`config.mk`:
```
export PLATFORM = sky130hd
export DESIGN_NAME = multicycle_ctrl
export DESIGN_NICKNAME = d
export VERILOG_FILES = /design/src/rtl/multicycle_ctrl.sv
export SDC_FILE = /design/constraint.sdc
export NUM_CORES = 1
export LEC_CHECK = 0
export ABC_AREA = 1
export ABC_CLOCK_PERIOD_IN_PS = 4400
export CAP_MARGIN = 10
export CORE_MARGIN = 5
export CORE_UTILIZATION = 54
export CTS_CLUSTER_SIZE = 10
export DETAILED_ROUTE_END_ITERATION = 8
export GPL_TIMING_DRIVEN = 0
export HOLD_SLACK_MARGIN = 0.1
export PLACE_DENSITY = 0.9
export REMOVE_ABC_BUFFERS = 1
export SLEW_MARGIN = 20
export SYNTH_ARGS = -nofsm -noshare
export SYNTH_HDL_FRONTEND = slang
export SYNTH_SLANG_ARGS = --single-unit
```
`constraint.sdc`:
```
create_clock -name clk -period 4.4 [get_ports clk]
set_input_delay 0.44 -clock clk [delete_from_list [all_inputs] [get_ports clk]]
set_output_delay 0.44 -clock clk [all_outputs]
set_load 0.02 [all_outputs]
```
`src/rtl/multicycle_ctrl.sv`:
```
`default_nettype none
// ============================================================================
// Module   : multicycle_ctrl
// Purpose  : FETCH/DECODE/EXEC/MEM/WB sequencer for the multi-cycle RV32I core
// Revision : 1.0
// ============================================================================
module multicycle_ctrl (
  input  logic        clk,
  input  logic        rstn,
  input  logic [6:0]  opcode,
  input  logic [2:0]  funct3,
  input  logic        br_taken,
  input  logic        mem_ready,
  output logic        mem_req,
  output logic        mem_we,
  output logic        addr_sel,
  output logic        ir_we,
  output logic        pc_we,
  output logic [1:0]  pc_src,
  output logic [1:0]  alu_a_sel,
  output logic        alu_b_sel,
  output logic        rf_we,
  output logic [1:0]  wb_sel,
  output logic        illegal,
  output logic [2:0]  state,
  output logic [31:0] instret
);

  localparam logic [6:0] c_OP_R      = 7'b0110011;
  localparam logic [6:0] c_OP_I      = 7'b0010011;
  localparam logic [6:0] c_OP_LOAD   = 7'b0000011;
  localparam logic [6:0] c_OP_STORE  = 7'b0100011;
  localparam logic [6:0] c_OP_BRANCH = 7'b1100011;
  localparam logic [6:0] c_OP_JALR   = 7'b1100111;
  localparam logic [6:0] c_OP_LUI    = 7'b0110111;
  localparam logic [6:0] c_OP_AUIPC  = 7'b0010111;
  localparam logic [6:0] c_OP_JAL    = 7'b1101111;
  localparam logic [2:0] c_F3_WORD   = 3'b010;

  typedef enum logic [2:0] {
    S_FETCH  = 3'd0,
    S_DECODE = 3'd1,
    S_EXEC   = 3'd2,
    S_MEM    = 3'd3,
    S_WB     = 3'd4,
    S_HALT   = 3'd5
  } state_e;

  state_e      state_q;
  logic        illegal_q;
  logic [31:0] instret_q;
  logic [31:0] instret_d;

  logic w_is_r;
  logic w_is_i;
  logic w_is_load;
  logic w_is_store;
  logic w_is_branch;
  logic w_is_jalr;
  logic w_is_lui;
  logic w_is_auipc;
  logic w_is_jal;
  logic w_legal;

  logic [1:0] w_a_sel_op;
  logic       w_b_sel_op;

  logic w_mem_req;
  logic w_mem_we;
  logic w_ir_we;
  logic w_pc_we;
  logic w_rf_we;

  // Instruction classification from the latched IR fields
  assign w_is_r      = (opcode == c_OP_R);
  assign w_is_i      = (opcode == c_OP_I);
  assign w_is_load   = (opcode == c_OP_LOAD)  && (funct3 == c_F3_WORD);
  assign w_is_store  = (opcode == c_OP_STORE) && (funct3 == c_F3_WORD);
  assign w_is_branch = (opcode == c_OP_BRANCH) &&
                       ((funct3 == 3'b000) || (funct3 == 3'b100) || (funct3 == 3'b110));
  assign w_is_jalr   = (opcode == c_OP_JALR);
  assign w_is_lui    = (opcode == c_OP_LUI);
  assign w_is_auipc  = (opcode == c_OP_AUIPC);
  assign w_is_jal    = (opcode == c_OP_JAL);

  assign w_legal = w_is_r | w_is_i | w_is_load | w_is_store | w_is_branch |
                   w_is_jalr | w_is_lui | w_is_auipc | w_is_jal;

  assign w_a_sel_op = w_is_lui ? 2'd2 : ((w_is_auipc | w_is_jal) ? 2'd1 : 2'd0);
  assign w_b_sel_op = ~(w_is_r | w_is_branch);

  always_comb begin
    w_mem_req = 1'b0;
    w_mem_we  = 1'b0;
    w_ir_we   = 1'b0;
    w_pc_we   = 1'b0;
    w_rf_we   = 1'b0;
    addr_sel  = 1'b0;
    pc_src    = 2'd0;
    alu_a_sel = 2'd0;
    alu_b_sel = 1'b0;
    wb_sel    = 2'd0;
    case (state_q)
      S_FETCH: begin
        w_mem_req = 1'b1;
        w_ir_we   = mem_ready;
      end
      S_EXEC: begin
        alu_a_sel = w_a_sel_op;
        alu_b_sel = w_b_sel_op;
        if (w_is_branch) begin
          w_pc_we = 1'b1;
          pc_src  = br_taken ? 2'd1 : 2'd0;
        end
      end
      S_MEM: begin
        w_mem_req = 1'b1;
        addr_sel  = 1'b1;
        w_mem_we  = w_is_store;
        alu_a_sel = w_a_sel_op;
        alu_b_sel = w_b_sel_op;
        w_pc_we   = w_is_store & mem_ready;
      end
      S_WB: begin
        w_rf_we = 1'b1;
        w_pc_we = 1'b1;
        wb_sel  = w_is_load ? 2'd1 : ((w_is_jal | w_is_jalr) ? 2'd2 : 2'd0);
        pc_src  = w_is_jal ? 2'd1 : (w_is_jalr ? 2'd2 : 2'd0);
      end
      default: begin
      end
    endcase
  end

  // Strobes are held low for the whole time reset is asserted, not just after the edge
  assign mem_req = w_mem_req & rstn;
  assign mem_we  = w_mem_we  & rstn;
  assign ir_we   = w_ir_we   & rstn;
  assign pc_we   = w_pc_we   & rstn;
  assign rf_we   = w_rf_we   & rstn;

  assign instret_d = instret_q + 32'd1;

  always_ff @(posedge clk) begin
    if (!rstn) begin
      state_q   <= S_FETCH;
      illegal_q <= 1'b0;
      instret_q <= 32'd0;
    end else begin
      if (w_pc_we) begin
        instret_q <= instret_d;
      end
      case (state_q)
        S_FETCH: begin
          if (mem_ready) state_q <= S_DECODE;
        end
        S_DECODE: begin
          if (w_legal) begin
            state_q <= S_EXEC;
          end else begin
            state_q   <= S_HALT;
            illegal_q <= 1'b1;
          end
        end
        S_EXEC: begin
          if (w_is_load | w_is_store) state_q <= S_MEM;
          else if (w_is_branch)       state_q <= S_FETCH;
          else                        state_q <= S_WB;
        end
        S_MEM: begin
          if (mem_ready) state_q <= w_is_store ? S_FETCH : S_WB;
        end
        S_WB:    state_q <= S_FETCH;
        S_HALT:  state_q <= S_HALT;
        default: state_q <= S_FETCH;
      endcase
    end
  end

  assign state   = state_q;
  assign illegal = illegal_q;
  assign instret = instret_q;

endmodule
`default_nettype wire

```
==> reports/results.ini, run 1 <==
[clock_tree]
cts_sinks=36
cts_max_path_buffers=2
cts-root-buf=clkbuf_8
postCtsSetupBuffers=0
numCtsBuffers=5
cts_resized=0
path_clk_slew_ns=0.08
ctsHoldBuffers=0
cts_tree=built
insertion_delay_ns=0.29
cts-htree-levels=2

[critical_path]
rr_worst_depth=7
path_cells=clkdlybuf4s50_1, nor2_1, nand2_1, nor2_2, nand4_2, nand2_4, inv_1, nor2_1, clkdlybuf4s50_1
r2r-start=state[1]$_SDFFE_PN0P_
critPathKind=input pin to primary output
crit_start=opcode[3]
arrival_ns=3.63
r2r_slack_ns=1.82
crit_path_end=pc_we
crit_path_max_incr_delay_ns=0.76
cp_slowest_cell=nand4_2
startpoint_type=input pin
critPathMaxFanout=33
worstReg2RegEnd=instret[1]$_SDFFE_PN0P_
required_ns=3.96
worstSetupEndpointType=primary output

[final_layout]
antenna_cells=0
mostFrequentLayoutCell=nand2_1
synthToLayoutAreaGrowth_pct=28.8
final_cell_mix=159 x nand2_1, 71 x nor2_1, 62 x clkdlybuf4s50_1, 40 x nand3_1, 37 x a21oi_1
fin_nets=510
drive_gt1_share_pct=4.23

[sta]
fmax_ghz=0.246
finClkSkew_ns=0.00382
worst_pin_slew_ns=1.00
slew_headroom_pct=32.9
setup_tns_ns=0
period_share_pct=92.6
grt_setup_unrepaired=no
hold_viol=0
slew_violations=0
setup_violations=0
layout_min_cycle_time_ns=4.07

[power]
cellLeakagePower_nw=1.19
total_power_mw=0.746
power_density_nw_per_um2=226
vdd_ir_drop_max_v=0.000235

[place]
place.gp.congestion=0.903
hpwl_um=5320
portBuffers=62

[logic_synthesis]
ys_types=23
seq_area_frac_synth_pct=28.2
synth_cells=438
yosys_warnings=0
synth.avg_cell_area_um2=5.84
ys_seq_elements=36
synth.cell_area_um2=2560

[drt]
drtAntennaViolNets=0
drcViolationCount=0
wire_per_inst_um=13.0
drt_iter0_markers=183
via_per_inst=5.47
dr.pass1.iters=5
drt_wl_total_um=7160
vias=3010

[grt]
grt_max_degree=37
grtUsageTotal_pct=23.4
grt_pass1_wl_um=11900
grt-ovfl-total=0
antenna_found_initial=0
grt_pass1_vias=2724

[floorplanning]
dieArea_um2=6210
io_pins=63
die_w_um=78.8
rows=25
initial_core_util_pct=54.9
die_h_um=78.8
core_area_um2=4660

[job]
drv_cap=0

[min_path]
hp-class=flop to flop
worstHoldPathCells=2

[outcome]
run_status=complete, no violations

-- cell usage after synthesis --
library cell | count | area [µm²]
nand2_1 | 159 | 597
nor2_1 | 71 | 267
nand3_1 | 40 | 200
a21oi_1 | 37 | 185
dfxtp_1 | 36 | 721
inv_1 | 25 | 93.8
nand3b_1 | 16 | 120
xor2_1 | 11 | 96.3
clkbuf_1 | 6 | 22.5
nor3_1 | 5 | 25.0
o21ai_0 | 5 | 25.0
inv_2 | 4 | 15.0
xnor2_1 | 4 | 35.0
buf_2 | 3 | 15.0
buf_6 | 3 | 33.8
nand2_2 | 3 | 18.8
nor2_4 | 3 | 33.8
nor2_2 | 2 | 12.5
a21boi_0 | 1 | 7.51
clkinv_1 | 1 | 3.75
ha_1 | 1 | 12.5
nand4_1 | 1 | 6.26
nand4_2 | 1 | 12.5
-- cell type report --
| class | count | area, µm² |
|---|---|---|
| Inverter | 30 | 113 |
| Multi-Input combinational cell | 360 | 1660 |
| Timing Repair Buffer | 62 | 621 |
| Clock inverter | 3 | 46.3 |
| Clock buffer | 5 | 68.8 |
| Tap cell | 54 | 67.6 |
| Fill cell | 434 | 1370 |
| Sequential cell | 36 | 721 |
-- cell families after synthesis --
logic type | after synthesis | share of synthesized area (%)
AOI/OAI and AO/OA | 43 | 8.51
and+or+nand+nor | 301 | 50.5
DFF | 36 | 28.2
xor gates and xnor gates | 15 | 5.13
adders and majority gates | 1 | 0.489
buffers and inverters | 42 | 7.19
-- how the worst min path moves through the flow --
stage,slack [ns],end,from
floorplan,0.53,illegal$_SDFFE_PN0P_,illegal$_SDFFE_PN0P_
global placement,0.44,illegal$_SDFFE_PN0P_,illegal$_SDFFE_PN0P_
detailed placement,0.46,illegal$_SDFFE_PN0P_,illegal$_SDFFE_PN0P_
CTS,0.48,illegal$_SDFFE_PN0P_,illegal$_SDFFE_PN0P_
global route,0.53,illegal$_SDFFE_PN0P_,illegal$_SDFFE_PN0P_
finish,0.47,illegal$_SDFFE_PN0P_,illegal$_SDFFE_PN0P_
-- metrics by stage --
stage / util [%] / cells / setup WS (ns) / hold slack [ns] / instance area [µm²]
2_1_floorplan: - / 426 / 1.66 / 0.526 / 2490
3_3_place_gp: 68.1 / 542 / 0.231 / 0.441 / 3180
3_5_place_dp: 68.1 / 542 / 0.166 / 0.463 / 3180
4_1_cts: 70.6 / 550 / 0.152 / 0.478 / 3290
5_1_grt: 70.7 / 550 / 0.120 / 0.527 / 3300
6_report: 70.7 / 550 / 0.327 / 0.474 / 3300
-- power breakdown --
group / total (mW) / internal (mW) / switching, mW
Clock: 0.300 / 0.171 / 0.130
Combinational: 0.108 / 0.0406 / 0.0678
Sequential: 0.338 / 0.331 / 0.00620
Total: 0.746 / 0.543 / 0.204
-- sequential cells by signal, summed over array words and instances, names as in the netlist --
signal and flops:
instret 32, state 3, illegal 1
-- critical path: cells and delay by family --
| kind | cells | cell delay [ns] |
|---|---|---|
| AND/OR/NAND/NOR | 6 | 1.98 |
| buffers and inverters | 3 | 1.21 |
-- metal layers --
| layer | routed length (µm) | vias up | GRT usage [%] |
|---|---|---|---|
| li1 | - | 1504 | - |
| met1 | 3170 | 1396 | 27.6 |
| met2 | 3490 | 94 | 41.9 |
| met5 | 0 | - | 0 |
| met3 | 369 | 16 | 4.99 |
| met4 | 129 | 0 | 8.42 |
Note: power is estimated with default switching activity, not from simulation.
==> run 2: changes to the inputs <==
--- a/config.mk
+++ b/config.mk
@@ -14,6 +14,7 @@
 export DETAILED_ROUTE_END_ITERATION = 8
 export GPL_TIMING_DRIVEN = 0
 export HOLD_SLACK_MARGIN = 0.1
+export MAX_ROUTING_LAYER = met4
 export PLACE_DENSITY = 0.9
 export REMOVE_ABC_BUFFERS = 1
 export SLEW_MARGIN = 20
==> run 2 against run 1 <==
Critical path type unchanged; via count shrank 1.7%; register-to-register slack gained 0.07 ns; largest cell class unchanged; sequential power is essentially flat; first-iteration DRC count grew 37%; largest power group unchanged; final area shrank 0.84%; clock-buffer cell count is the same; combinational power is essentially flat.
==> reports/results.ini, run 2 (synthesized netlist as in run 1, its figures left out) <==
[outcome]
run_status=complete, no violations  ; unchanged

[sta]
worst_pin_slew_ns=1.03  ; was 1.00 ns
layout_min_cycle_time_ns=4.01  ; was 4.07 ns
hold_viol=0  ; unchanged
slew_violations=0  ; unchanged
slew_headroom_pct=31.2  ; was 32.9%
setup_violations=0  ; unchanged
fmax_ghz=0.249  ; was 0.246 GHz
finClkSkew_ns=0.0141  ; was 0.00382 ns
grt_setup_unrepaired=no  ; unchanged
setup_tns_ns=0  ; unchanged
period_share_pct=91.2  ; was 92.6%

[critical_path]
arrival_ns=3.57  ; was 3.63 ns
worstSetupEndpointType=primary output  ; unchanged
crit_buf_inv=3  ; unchanged
critPathMaxFanout=33  ; unchanged
required_ns=3.96  ; about the same
critPathKind=input pin to primary output  ; unchanged
crit_path_max_incr_delay_ns=0.72  ; was 0.76 ns
path_cells=clkdlybuf4s50_1, nor2_1, nand2_1, nor2_2, nand4_2, nand2_4, inv_1, nor2_1, clkdlybuf4s50_1  ; unchanged
cp_slowest_cell=nand4_2  ; unchanged
critPathTopFamily=simple AND/OR/NAND/NOR gates  ; unchanged
startpoint_type=input pin  ; unchanged

[drt]
vias=2958  ; was 3010
drtAntennaViolNets=0  ; unchanged
drt_iter0_markers=251  ; was 183
wire_per_inst_um=13.0  ; about the same
via_per_inst=5.38  ; was 5.47
drt_wl_total_um=7130  ; was 7160 µm
dr.pass1.iters=4  ; was 5
drcViolationCount=0  ; unchanged

[clock_tree]
cts_max_path_buffers=2  ; unchanged
path_clk_slew_ns=0.07  ; was 0.08 ns
cts_sinks=36  ; unchanged
postCtsSetupBuffers=0  ; unchanged
cts_tree=built  ; unchanged
insertion_delay_ns=0.29  ; about the same
numCtsBuffers=5  ; unchanged
cts-root-buf=clkbuf_8  ; unchanged
cts-htree-levels=2  ; unchanged

[grt]
grtUsageTotal_pct=24.4  ; was 23.4%
grt_max_degree=37  ; unchanged
antenna_found_initial=0  ; unchanged
grt_pass1_vias=2624  ; was 2724
grt_pass1_wl_um=11900  ; about the same
grt-ovfl-total=0  ; unchanged

[place]
place.gp.congestion=0.897  ; was 0.903
portBuffers=62  ; unchanged
hpwl_um=5370  ; was 5320 µm
dpl_cell_area_um2=3180  ; unchanged

[floorplanning]
core_area_um2=4660  ; unchanged
rows=25  ; unchanged
initial_core_util_pct=54.9  ; unchanged
dieArea_um2=6210  ; unchanged
io_pins=63  ; unchanged
die_h_um=78.8  ; unchanged
die_w_um=78.8  ; unchanged

[power]
p_int_mw=0.482  ; was 0.543 mW
seq_power_share_pct=49.7  ; was 45.2%
total_power_mw=0.681  ; was 0.746 mW
power_density_nw_per_um2=208  ; was 226 nW/µm²
cellLeakagePower_nw=1.18  ; was 1.19 nW
vdd_ir_drop_max_v=0.000183  ; was 0.000235 V
p_sw_share_pct=29.1  ; was 27.3%
p_clk_share_pct=34.5  ; was 40.2%
pwr-share-comb_pct=15.8  ; was 14.5%
p_switching_mw=0.198  ; was 0.204 mW

[final_layout]
final_core_util_pct=70.1  ; was 70.7%
antenna_cells=0  ; unchanged
largest_register_ffs=32  ; unchanged
mostFrequentLayoutCell=nand2_1  ; unchanged
fin_area_um2=3270  ; was 3300 µm²
drive_gt1_share_pct=4.23  ; unchanged
fin_nets=510  ; unchanged
final_cell_mix=159 x nand2_1, 71 x nor2_1, 62 x clkdlybuf4s50_1, 40 x nand3_1, 37 x a21oi_1  ; unchanged
synthToLayoutAreaGrowth_pct=27.7  ; was 28.8%

[job]
drv_cap=0  ; unchanged

[min_path]
hp-class=flop to flop  ; unchanged

==> run 2: cell types whose count changed in the layout (fill, tap and decap cells not counted), sizes merged <==
cell	delta
bufinv	-1
clkinv	+3
clkinvlp	-1
inv	-1
==> run 2: stage by stage <==
stage                     std cells  hold WS [ns]  setup slack, ns
final                           550         0.459            0.389
after global routing            550         0.483            0.115
after CTS                       550         0.458            0.174
after detailed placement        542         0.443            0.162
after global placement          542         0.441            0.201
after floorplan                 426         0.526             1.66
==> run 2: cell type report <==
class	instances	area, µm²
Inverter	30	113
Fill cell	430	1390
Tap cell	54	67.6
Timing Repair Buffer	62	621
Clock buffer	5	68.8
Clock inverter	3	18.8
Multi-Input combinational cell	360	1660
Sequential cell	36	721
==> run 2: worst paths after layout <==
| check | from | to | slack, ns | cells past startpoint |
|---|---|---|---|---|
| worst max-delay path | opcode[3] | pc_we | 0.39 | 9 |
| worst min-delay path | illegal$_SDFFE_PN0P_ | illegal$_SDFFE_PN0P_ | 0.46 | 2 |
| worst max register to register | state[0]$_SDFFE_PN0P_ | instret[1]$_SDFFE_PN0P_ | 1.89 | 7 |
| worst min register to register | illegal$_SDFFE_PN0P_ | illegal$_SDFFE_PN0P_ | 0.46 | 2 |
==> run 2: per-layer routing <==
metal,wire length [µm],share of wire (%),vias to the layer above,track usage [%]
li1,-,-,1515,-
met1,3090,43,1349,27.8
met2,3540,50,81,43.0
met3,358,5.0,13,4.76
met4,144,2.0,0,8.59
met5,0,0,-,-
==> run 2: power groups by stage <==
| stage | clock network (mW) | logic, mW | registers [mW] |
|---|---|---|---|
| after floorplan | 0 | 0.0542 | 0.351 |
| after global placement | 0 | 0.106 | 0.345 |
| final | 0.235 | 0.108 | 0.338 |
| after CTS | 0.241 | 0.108 | 0.338 |
| after global routing | 0.258 | 0.118 | 0.339 |
| after detailed placement | 0 | 0.108 | 0.346 |
==> run 2: repair_timing <==
| item | CTS | global route |
|---|---|---|
| gates resized for setup | 0 | 1 |
| endpoints found under the setup margin | 0 | 1 |
| hold buffers | 0 | 0 |
==> run 2: worst min-delay path: stages (launching register included) <==
cell	delay [ns]
dfxtp_1	0.31
inv_1	0.05
a21oi_1	0.05
==> run 3: changes to the inputs <==
--- a/config.mk
+++ b/config.mk
@@ -13,11 +13,10 @@
 export CTS_CLUSTER_SIZE = 10
 export DETAILED_ROUTE_END_ITERATION = 8
 export GPL_TIMING_DRIVEN = 0
-export HOLD_SLACK_MARGIN = 0.1
 export MAX_ROUTING_LAYER = met4
 export PLACE_DENSITY = 0.9
 export REMOVE_ABC_BUFFERS = 1
-export SLEW_MARGIN = 20
+export SLEW_MARGIN = 5
 export SYNTH_ARGS = -nofsm -noshare
 export SYNTH_HDL_FRONTEND = slang
 export SYNTH_SLANG_ARGS = --single-unit
==> results of run 3 <==
Final layout, timing and power as in run 2 (identical DEF).
==> patch (config.mk and constraints of run 1) <==
Make the reset (`rstn`) asynchronous in one clocked block.
--- a/src/rtl/multicycle_ctrl.sv
+++ b/src/rtl/multicycle_ctrl.sv
@@ -143,3 +143,3 @@
 
-  always_ff @(posedge clk) begin
+  always_ff @(posedge clk or negedge rstn) begin
     if (!rstn) begin
Check against the original RTL: differs if rstn is asserted again (counterexample within 4 cycles, from zero or initial values and one cycle with rstn low); with rstn held inactive, the same outputs for 10 cycles.
==> patch against run 1 <==
Synthesized cell count is 6.4% lower; sequential share of layout area is 5.3 points higher; design area is 0.76% higher; wire length is 0.78% higher; global-route usage is 0.84 points higher; area after synthesis is 1.6% higher; count of clock-buffer cells in the layout is 1 higher; die area is 1.4% higher; sequential cell count stayed put; setup slack better by 1.0 ns; fmax is 33% higher.
Power is not compared: it rests on default switching activity, and its combinational part moved more than twofold at a synthesized area within 25%.
==> patch: results (changes against run 1) <==
ys_seq_area_frac: 0.347  # was 0.282
path_clk_slew_ns: 0.07
first_iter_violations: 230  # was 183
grt_pass1_wl_mm: 12.2  # was 11.9 mm
grt_use_total: 0.243  # was 0.234
synthTopCellsByArea: "dfrtp_1, nand2_1, nor2_1, inv_1, nand3_1"  # was dfxtp_1, nand2_1, nor2_1, nand3_1, a21oi_1
fin_skew_ns: 0.00491  # was 0.00382 ns
tightest_slew_ns: 0.500  # was 1.00 ns
numPortBuffers: 62  # unchanged
grt_pass1_vias: 2694  # was 2724
drt-wirelength-per-cell_um: 13.7  # was 13.0 um
async_reset_ff_frac: 1.00  # was 0
hpwl_mm: 5.53  # was 5.32 mm
path_delay_family: "buffers and inverters"  # was simple AND/OR/NAND/NOR gates
cp.arrival_ns: 2.63  # was 3.63 ns
dr_total_vias: 2826  # was 3010
cts_root_buf: "clkbuf_8"  # unchanged
gp_congestion: 0.977  # was 0.903
synth_warnings: 0  # unchanged
drive_above_1_share: 0.0444  # was 0.0423
drt-pass1-iter-count: 7  # was 5
run_status: "finished clean"  # unchanged
grt_start_max_net_pins: 55  # was 37
synth.distinct_cells: 27  # was 23
synth_common_cells: "nand2_1, nor2_1, inv_1"  # was nand2_1, nor2_1, nand3_1
cp_max_fo: 11  # was 33
insertion_delay_ns: 0.29  # about the same
critical-path-max-stage-delay_ns: 0.65  # was 0.76 ns
grt_antenna_before_repair: 0  # unchanged
cts_resized: 0  # unchanged
htree_levels: 2  # unchanged
setup_viol: 0  # unchanged
num_antenna_cells: 0  # unchanged
synth_top_flop_cell: "dfrtp_1"  # was dfxtp_1
nNetsFinal: 488  # was 510
hold_path_class: "input pin to asynchronous set/reset pin"  # was flip-flop to flip-flop
switching_share: 0.409
largest_reg_flops: 32  # unchanged
p_leak_nw: 1.44
crit_slowest_cell: "clkdlybuf4s50_1"  # was nand4_2
layout_commonest_cell: "nand2_1"  # unchanged
clk_path_buf_depth: 2  # unchanged
## patch: power groups by stage
stage	clock, mW	sequential [mW]	combinational, mW
5_1_grt	0.242	0.422	0.441
4_1_cts	0.227	0.414	0.404
6_report	0.226	0.415	0.400
3_5_place_dp	0	0.420	0.402
2_1_floorplan	0	0.448	0.203
3_3_place_gp	0	0.418	0.387
## patch: worst reg2reg max path: stages (launching register included)
cell     delay [ns]
dfrtp_1        0.44
inv_2          0.11
nand2_2        0.10
nor2_2         0.20
nand4_2        0.41
nand2_8        0.45
nand2_1        0.15
nand2_1        0.09
nand2_1        0.05
## patch: cells by family (layout without fill, tap and decap cells)
logic type,count (synthesis),after routing,share of synthesized area
compound gates,29,29,0.0597
xor+xnor,14,14,0.0501
fa+ha+maj,1,1,0.00481
buf+inv,54,117,0.0934
flops,36,36,0.347
simple gates,276,276,0.445
## patch: cell type report
cell class                 instances  area (sq um)
clock buffer                       6          72.6
clock inverter                     1          5.00
fill                             414          1370
inverter                          47           176
multi-input combinational        320          1460
sequential                        36           901
tap                               54          67.6
timing repair buffer              63           643
## patch: layer usage
| layer | wire length (um) | GRT usage | vias to the layer above |
|---|---|---|---|
| met1 | 3090 | 0.306 | 1285 |
| met3 | 469 | 0.0429 | 14 |
| met2 | 3530 | 0.426 | 119 |
| met4 | 127 | 0.0670 | 0 |
| li1 | - | - | 1408 |
| met5 | 0 | 0 | - |
## patch: path summary, 6_finish.rpt
kind / endpoint / cells past startpoint / slack (ns) / from
max: pc_we / 8 / 1.33 / opcode[1]
min: instret[6] / 1 / 0.11 / rstn
max reg2reg: instret[3] / 8 / 2.30 / state[2]
min reg2reg: illegal / 2 / 0.49 / illegal
max in group asynchronous: instret[15] / 2 / 3.83 / rstn
min in group clk: illegal / 2 / 0.49 / illegal
## patch: through the flow
stage                     instance area [sq um]  setup WS [ns]  hold WS [ns]  instances  utilization
after floorplan                            2530           2.20         0.144        403            -
after global placement                     3220          0.592         0.455        519        0.686
after detailed placement                   3240           1.31         0.438        520        0.691
after CTS                                  3320           1.32         0.132        527        0.708
after global routing                       3320           1.11         0.149        527        0.708
final                                      3320           1.33         0.110        527        0.708
